## src/rtl/rsa_decrypt_pkg.sv

```systemverilog
// Shared definitions for the RSA decryption datapath: FSM state encodings,
// the modular-reduction cycle count and the leading-zero helper used by RSA_DEC_LZ_SKIP_EN.
package rsa_decrypt_pkg;

   typedef enum logic [2:0] {
      IDLE = 3'd0,
      REDC = 3'd1,
      SQ   = 3'd2,
      MUL  = 3'd3,
      NEXT = 3'd4,
      DONE = 3'd5
   } state_t;

   // One load cycle plus one shift/compare/subtract cycle per dividend bit.
   function automatic int mod_cycles(input int width);
      return 2 * width + 1;
   endfunction

   // Number of significant bits in value (0 when value is 0).
   function automatic int msb_len(input logic [31:0] value);
      int len;
      len = 0;
      for (int i = 0; i < 32; i++) begin
         if (value[i]) len = i + 1;
      end
      return len;
   endfunction

endpackage

```

## src/rtl/rsa_decrypt_mod_serial.sv

```systemverilog
// Bit-serial restoring reducer: rem = dividend mod N over one load cycle plus
// 2*N_width shift/compare/subtract cycles. done is high during the final shift cycle.
module mod_serial
   import rsa_decrypt_pkg::*;
#(
   parameter int N_width = 6
) (
   input  logic                   clk,
   input  logic                   rst,
   input  logic                   load,
   input  logic [2*N_width-1:0]   dividend,
   input  logic [N_width-1:0]     N,
   output logic [N_width-1:0]     rem,
   output logic                   done
);

   localparam int SHIFTS = mod_cycles(N_width) - 1;
   localparam int CW     = $clog2(SHIFTS + 1);

   logic [2*N_width-1:0] sh;
   logic [N_width-1:0]   acc;
   logic [CW-1:0]        cnt;
   logic [N_width:0]     trial;
   logic [N_width-1:0]   acc_next;

   // Partial remainder stays below N, so shifting in one bit never exceeds 2N.
   assign trial    = {acc, sh[2*N_width-1]};
   assign acc_next = (trial >= {1'b0, N}) ? N_width'(trial - {1'b0, N})
                                          : trial[N_width-1:0];

   always_ff @(posedge clk) begin
      if (rst) begin
         sh  <= '0;
         acc <= '0;
         cnt <= '0;
      end else if (load) begin
         sh  <= dividend;
         acc <= '0;
         cnt <= CW'(SHIFTS);
      end else if (cnt != '0) begin
         sh  <= {sh[2*N_width-2:0], 1'b0};
         acc <= acc_next;
         cnt <= cnt - CW'(1);
      end
   end

   assign rem  = acc;
   assign done = (cnt == CW'(1));

endmodule

```

## src/rtl/rsa_decrypt.sv

```systemverilog
// RSA decryption top: plain = cipher^d mod N by left-to-right square-and-multiply,
// every reduction through one mod_serial. RSA_DEC_LZ_SKIP_EN skips leading zero bits of d.
module rsa_decrypt
   import rsa_decrypt_pkg::*;
#(
   parameter int N_width    = 6,
   parameter int expo_width = 6
) (
   input  logic                  clk,
   input  logic                  rst,
   input  logic                  start,
   input  logic [N_width-1:0]    cipher,
   input  logic [expo_width-1:0] d,
   input  logic [N_width-1:0]    N,
   output logic [N_width-1:0]    plain,
   output logic                  valid,
   output logic                  busy
);

   localparam int W  = N_width;
   localparam int IW = $clog2(expo_width + 1);

   state_t state, state_next;

   logic [W-1:0]          cipher_r, n_r, c_r, plain_r;
   logic [expo_width-1:0] d_r;
   logic [IW-1:0]         idx_r;
   logic                  kick, launch, first;

   logic                  load, done, bit_set;
   logic [2*W-1:0]        mul_a, mul_b, dividend;
   logic [W-1:0]          rem, r_cur, one_mod;

   // idx_r counts the exponent bits still to scan; inside SQ it is the current bit index.
   assign bit_set  = |(d_r & (expo_width'(1) << idx_r));
   assign one_mod  = (n_r > W'(1)) ? W'(1) : '0;
   // R is not stored separately: it lives in the reducer until the next operand load.
   assign r_cur    = first ? one_mod : rem;
   assign dividend = mul_a * mul_b;

   mod_serial #(.N_width(W)) u_mod (
      .clk      (clk),
      .rst      (rst),
      .load     (load),
      .dividend (dividend),
      .N        (n_r),
      .rem      (rem),
      .done     (done)
   );

   always_ff @(posedge clk) begin
      if (rst) state <= IDLE;
      else     state <= state_next;
   end

   always_comb begin
      state_next = state;
      load       = 1'b0;
      mul_a      = '0;
      mul_b      = '0;
      case (state)
         IDLE, DONE: begin
            if (start) state_next = REDC;
         end
         REDC: begin
            if (kick) begin
               if (n_r == '0) state_next = NEXT;
            end else if (launch) begin
               load  = 1'b1;
               mul_a = {{W{1'b0}}, cipher_r};
               mul_b = (2*W)'(1);
            end else if (done) begin
               state_next = NEXT;
            end
         end
         NEXT: begin
            if (idx_r == '0) begin
               state_next = DONE;
            end else begin
               load       = 1'b1;
               mul_a      = {{W{1'b0}}, r_cur};
               mul_b      = {{W{1'b0}}, r_cur};
               state_next = SQ;
            end
         end
         SQ: begin
            if (done) state_next = bit_set ? MUL : NEXT;
         end
         MUL: begin
            if (launch) begin
               load  = 1'b1;
               mul_a = {{W{1'b0}}, rem};
               mul_b = {{W{1'b0}}, c_r};
            end else if (done) begin
               state_next = NEXT;
            end
         end
         default: state_next = IDLE;
      endcase
   end

   always_ff @(posedge clk) begin
      if (rst) begin
         cipher_r <= '0;
         n_r      <= '0;
         c_r      <= '0;
         plain_r  <= '0;
         d_r      <= '0;
         idx_r    <= '0;
         kick     <= 1'b0;
         launch   <= 1'b0;
         first    <= 1'b0;
      end else begin
         case (state)
            IDLE, DONE: begin
               if (start) begin
                  cipher_r <= cipher;
                  d_r      <= d;
                  n_r      <= N;
                  plain_r  <= '0;
                  kick     <= 1'b1;
                  launch   <= 1'b0;
                  first    <= 1'b1;
`ifdef RSA_DEC_LZ_SKIP_EN
                  idx_r    <= IW'(msb_len(32'(d)));
`else
                  idx_r    <= IW'(expo_width);
`endif
               end
            end
            REDC: begin
               // The first cycle screens N==0, which bypasses every reduction.
               if (kick) begin
                  kick <= 1'b0;
                  if (n_r == '0) idx_r  <= '0;
                  else           launch <= 1'b1;
               end else if (launch) begin
                  launch <= 1'b0;
               end
            end
            NEXT: begin
               first <= 1'b0;
               if (first) c_r <= rem;
               if (idx_r == '0) plain_r <= r_cur;
               else             idx_r   <= idx_r - IW'(1);
            end
            SQ: begin
               if (done && bit_set) launch <= 1'b1;
            end
            MUL: begin
               if (launch) launch <= 1'b0;
            end
            default: ;
         endcase
      end
   end

   assign plain = plain_r;
   assign valid = (state == DONE);
   assign busy  = (state != IDLE) && (state != DONE);

endmodule

```

## config.mk

```make
export PLATFORM = sky130hd
export DESIGN_NAME = rsa_decrypt
export DESIGN_NICKNAME = d
export VERILOG_FILES = /design/src/rtl/rsa_decrypt_pkg.sv /design/src/rtl/rsa_decrypt_mod_serial.sv /design/src/rtl/rsa_decrypt.sv
export SDC_FILE = /design/constraint.sdc
export NUM_CORES = 1
export LEC_CHECK = 0
export CAP_MARGIN = 5
export CORE_AREA = 2 2 106 108
export CTS_CLUSTER_DIAMETER = 50
export DETAILED_ROUTE_END_ITERATION = 10
export DIE_AREA = 0 0 108 110
export PLACE_DENSITY = 0.59
export SYNTH_ARGS = -nofsm -noshare
export SYNTH_HDL_FRONTEND = slang
export SYNTH_SLANG_ARGS = --single-unit
```

## constraint.sdc

```tcl
create_clock -name clk -period 9.07 [get_ports clk]
set_clock_uncertainty 0.1 [all_clocks]
set_input_delay 1.814 -clock clk [delete_from_list [all_inputs] [get_ports clk]]
set_output_delay 1.814 -clock clk [all_outputs]
set_load 0.02 [all_outputs]
```

## After elaboration in Yosys (flattened, before gate mapping)

Cells that the tools add are included.

- Bits in registers: 61

- Multipliers: 1
- Bitwise operators: 1
- Add/subtract/negate cells: 3
- Multiplexer cells: 45
- Equality and inequality tests: 16
- Shift-type cells: 1
- $lt $le $gt $ge: 2
- Reductions and logical operators: 23

Operator list:

| cell | number |
|---|---|
| 2-to-1 mux 6 bit | 9 |
| 2-to-1 mux 3 bit | 12 |
| one-hot mux 6 bit (3 select lines) | 2 |
| 2-to-1 mux 12 bit | 2 |
| one-hot mux 3 bit (5 select lines) | 1 |
| inequality test 2 bit (second input constant) | 7 |
| multiplier 12 x 12 -> 12 bit | 1 |
| one-hot mux 6 bit (2 select lines) | 1 |
| 2-to-1 mux 1 bit | 11 |
| inequality test 3 bit (second input constant) | 3 |
| one-hot mux 3 bit (3 select lines) | 1 |
| 2-to-1 mux 4 bit | 2 |
| AND reduction 2 bit | 4 |
| nonzero test 4 bit | 2 |
| greater-or-equal comparator 7 x 6 -> 1 bit | 1 |
| bitwise AND 6 bit | 1 |
| equality test 3 x 2 -> 1 bit (second input constant) | 2 |
| equality test 3 bit (second input constant) | 2 |
| > comparator 6 x 1 -> 1 bit (second input constant) | 1 |
| zero test 3 bit | 2 |
| zero test 6 bit | 1 |
| AND reduction 3 bit | 2 |
| nonzero test 2 bit | 3 |
| nonzero test 3 bit | 2 |
| other kinds (14) | 17 |

## Depth between registers and ports, before layout

- Depth in word-level cells: 7
- Mapped depth: 21
- Mapped depth without buffers: 20

## Hierarchy

Synthesis repeated with hierarchy kept, for this count alone.

- Cells, all modules: 521
- Area, all modules: 4,345.4 um^2

By module, submodules not included:

| module | seq. area each (um^2) | instances | cells each | area an instance (um^2) |
|---|---|---|---|---|
| rsa_decrypt | 780.7 | 1 | 358 | 3,046.7 |
| mod_serial | 440.4 | 1 | 163 | 1,298.7 |

## Least setup slack after synthesis

OpenSTA, ideal clock, no wires.

- Path type: register to register
- Start point: register idx_r[0]
- End point: register u_mod.sh[9]
- Path buffers: 1
- Cell stages (with the launch flop): 20
- Setup slack: 4,335 ps
- Arrival time: 4,544 ps
- Period minus slack after synthesis: 4,735 ps
- Setup time: 91 ps
- Cell sequence: dfxtp_1 > inv_1 > ha_1 > nor2b_1 > nor3_4 > or2_1 > buf_4 > a221oi_2 > nand2b_1 > fa_1 > fa_1 > fa_1 > inv_1 > ha_1 > a21oi_1 > o21ai_0 > a21oi_1 > xnor2_1 > nor2_1 > a311oi_1

- Cells in the longest elaborated chain, start to end: 5

Ends and longest elaborated chain:

| what | line | source |
|---|---|---|
| from (decl) | rsa_decrypt.sv:27 | `logic [IW-1:0] idx_r;` |
| from (signal assigned) | rsa_decrypt.sv:127 | `idx_r <= IW'(expo_width);` |
| from (signal assigned) | rsa_decrypt.sv:145 | `else idx_r <= idx_r - IW'(1);` |
| zero test 3 bit (*) | rsa_decrypt.sv:77 | `if (idx_r == '0) begin` |
| 2-to-1 mux 6 bit | rsa_decrypt.sv:77 |  |
| one-hot mux 6 bit (3 select lines) | rsa_decrypt.sv:61 | `case (state)` |
| multiplier 12 x 12 -> 12 bit | rsa_decrypt.sv:39 | `assign dividend = mul_a * mul_b;` |
| 2-to-1 mux 12 bit | rsa_decrypt_mod_serial.sv:36 | `end else if (load) begin` |
| to (signal assigned) | rsa_decrypt_mod_serial.sv:37 | `sh <= dividend;` |
| to (signal assigned) | rsa_decrypt_mod_serial.sv:41 | `sh <= {sh[2*N_width-2:0], 1'b0};` |
| to (decl) | rsa_decrypt_mod_serial.sv:20 | `logic [2*N_width-1:0] sh;` |

Mark *: on every way between the ends. The rest lies on a longest branch, timed or not.
A chain may end at the register's enable or synchronous reset.

## Final worst setup path

- Start point: register state[0]
- End point: register u_mod.sh[10]

- Cells in the longest elaborated chain, start to end: 4

Ends and longest elaborated chain:

| what | line | source |
|---|---|---|
| from (decl) | rsa_decrypt.sv:23 | `state_t state, state_next;` |
| from (signal assigned) | rsa_decrypt.sv:53 | `else state <= state_next;` |
| equality test 3 x 2 -> 1 bit (tied with other cells) | rsa_decrypt.sv:61 |  |
| one-hot mux 6 bit (3 select lines) | rsa_decrypt.sv:61 |  |
| multiplier 12 x 12 -> 12 bit | rsa_decrypt.sv:39 |  |
| 2-to-1 mux 12 bit | rsa_decrypt_mod_serial.sv:36 |  |

Parallel ways exist; a longest one is shown, timed or not.

==> qor.tcl <==
set qor(status) {finished clean}
set qor(detailedPlace.worstSlack_ns) 3.54
set qor(finalHoldViolations) 0
set qor(clock_sinks) 61
set qor(critical_path.reg2reg.endpoint) {u_mod.sh[10]}
set qor(p_per_area_nw_per_um2) 263
set qor(gp_congestion) 0.858
set qor(max-cap-violations) 0
set qor(grt_first_pass_wirelength_mm) 16.9
set qor(layout_common_cells) {nand2_1, dfxtp_1, nor2_1}
set qor(fill_cells) 1118
set qor(detailedPlacementHpwl_mm) 7.37
set qor(routedWlPerCell_um) 14.6
set qor(critical_path.slowest_cell) {nor2b_1}
set qor(fin_hold_ws_ns) 0.357
set qor(coreArea_sq_um) 10700
set qor(area_delta_synth_final_pct) 12.9
set qor(setup_total_negative_slack_ns) 0
set qor(initial_cell_density_of_the_core_pct) 39.6
set qor(first_iter_violations) 175
set qor(globalRouteTotalUtil_pct) 18.2
set qor(die_h_um) 110
set qor(synthCells) 529
set qor(finalInstanceArea_sq_um) 4790
set qor(cts.reportedPaths.clkPinSlew_ns) 0.07
set qor(rrSetupSlack_ns) 3.49
set qor(vdd_drop_max_mv) 0.121
set qor(dieArea_sq_um) 11900
set qor(number_of_enable_type_register_cells_in_the_synthesized_netlist) 0
set qor(ys_seq_area_share_pct) 28.8
set qor(vias) 3636
set qor(max_freq_ghz) 0.179
set qor(die_x_um) 108
set qor(post_route_cells_drive_above_1_share_pct) 5.14
set qor(clock_path_buffers) 2
set qor(timing.final.setup_violations) 0
set qor(drc_errors) 0
set qor(timing_max_transition_violations_final) 0
set qor(tightestPinTransition_ns) 1.05
set qor(number_of_routed_nets_with_antenna_violations) 0
set qor(vias_per_cell) 5.31
set qor(rsz0062_at_grt) {false}
set qor(startpoint_type) {flop}
set qor(timing.final.crit_period_ns) 5.58
set qor(syn_area_sq_um) 4240
set qor(min-delay-path-class) {reg -> reg}
set qor(clk_latency_ns) 0.35
set qor(ctsResizeCount) 0
set qor(number_of_antenna_repair_diodes) 0
set qor(overflow) 0
set qor(post_cts.repair.setup_buffers) 0
set qor(num_io_pins) 29
set qor(worst-path-max-fanout) 13
set qor(multi_input_area_sq_um) 2760
set qor(cts_root_buf) {clkbuf_8}
set qor(placed_cell_area_sq_um) 4570
set qor(numCtsBuffers) 9
set qor(cp_data_required_time_ns) 9.19
set qor(timing.critical_path.cells) {nor2b_1, nand2_1, nor3_1, a22o_2, nand2_1, fa_1, inv_1, fa_1, inv_1, fa_1, inv_1, ha_1, nand4_1, and3_1, o21ai_0, nor3_1, a2111oi_0}
set qor(routed_wl_mm) 9.97
set qor(setup.worst_path.class) {reg -> reg}
set qor(final.period_utilization_pct) 61.5
set qor(nets_in_the_synthesized_netlist) 601
set qor(synth-seq-cells) 61
set qor(worst-r2r-cell-count) 17
set qor(layout.cells.most_common) {nand2_1}
set qor(sequential_cell_area_sq_um) 1220
set qor(post_synth.cell_area_avg_sq_um) 8.02
set qor(synth-async-reset-ratio_pct) 0
set qor(nets) 612
set qor(antenna_found_initial) 0
set qor(holdPathEnd) {d_r[3]}
set qor(htreeDepth) 3
set qor(port_buffers) 28
set qor(min-delay-start) {d_r[3]}
set qor(hold_path_depth) 2
set qor(total_leakage_power_uw) 0.00194
set qor(holdBufCountCts) 0
set qor(synth_cell_types) 57
set qor(vias_in_the_first_global_route) 3531
set qor(crit_path_max_incr_delay_ns) 0.63
set qor(reg2reg_from) {state[0]}
set qor(rows) 38
set qor(cp_data_arrival_time_ns) 5.71
set qor(1st_pass_router_iterations) 4
set qor(worstSetupEndpointType) {flop}
set qor(grt_max_degree) 57
set qor(synth_top_flop_cell) {dfxtp_1}
set qor(yosysWarningCount) 0
set qor(tritoncts_clock_tree) {done}
set qor(worst_slack_ns) 3.49
set qor(crit_path_start) {state[0]}
set qor(max_slew_headroom_pct) 30.2
through the flow:
step                total power, uW  utilization, %  std cells
global placement                977            42.7        668
finish                         1260            44.8        685
CTS                            1260            44.7        684
global route                   1360            44.8        685
detailed placement              989            42.7        668
floorplan                       855               -        529
state kept, by name, indices dropped and copies added (netlist names), 4 cells and up:
signal,count
u_mod.rem,6
d_r,6
c_r,6
cipher_r,6
u_mod.cnt,4
plain,6
n_r,6
u_mod.sh,12
power breakdown:
| part | internal, uW | switching [uW] | leakage, uW | total (uW) |
|---|---|---|---|---|
| Sequential | 337 | 86.7 | 0.000498 | 424 |
| Clock | 155 | 113 | 0.000101 | 268 |
| Combinational | 225 | 340 | 0.00134 | 565 |
per-layer routing:
metal,vias up,GRT usage [%],part of all wire (%)
li1,1837,-,-
met5,-,0,0
met1,1712,23.1,47
met3,15,2.65,3.1
met2,72,31.0,48
met4,0,7.97,1.9
worst max-delay path: cells and delay by family, from the launching register on:
family	cells	cell delay, ns
flops	1	0.54
simple gates	7	1.80
fa+ha+maj	4	1.95
compound gates	3	0.91
buf+inv	3	0.14
synth_stat cells, drive strengths merged, types with 3 or more instances:
master,count,area share [%]
fa,18,8.5
or3,3,0.44
and2,8,1.2
clkbuf,19,1.7
or2,3,0.44
buf,10,1.3
a21oi,46,5.4
nand2b,10,1.5
xnor2,8,1.7
o21a,3,0.53
inv,36,3.2
nand4,4,0.59
o21ai,12,1.4
a211oi,4,0.71
nor2,51,4.5
dfxtp,61,29
a311oi,10,2.1
a2111oi,3,0.62
mux2i,9,2.1
a22oi,13,2.3
or4,3,0.62
a22o,10,2.2
nand2,92,8.1
nand3,8,0.94
nor2b,9,1.3
nor3,12,1.8
ha,33,9.7
area by class of cell:
cell class,instances,share of cell area [%]
multi-input cells,403,57.7
flip-flops and latches,61,25.5
repair buffers,29,5.98
well taps,140,3.66
clock buffers,12,2.82
inverters,36,2.82
clock inverters,4,1.52
how the worst max path moves through the flow:
stage / cells past startpoint / endpoint
2_1_floorplan: 19 / u_mod.sh[9]
3_3_place_gp: 17 / u_mod.sh[10]
3_5_place_dp: 15 / u_mod.sh[10]
4_1_cts: 15 / u_mod.sh[10]
5_1_grt: 17 / u_mod.sh[10]
6_report: 17 / u_mod.sh[10]
cells by family (layout without fill, tap and decap cells):
group           after synthesis  after routing  synth area share (%)
compound gates              118            118                  18.5
xor+xnor                     10             10                  2.07
fa+ha+maj                    51             51                  18.2
buf+inv                      65             81                  6.17
flops                        61             61                  28.8
mux                           9              9                  2.12
simple gates                215            215                  24.1
Note: power is estimated with default switching activity, not from simulation.
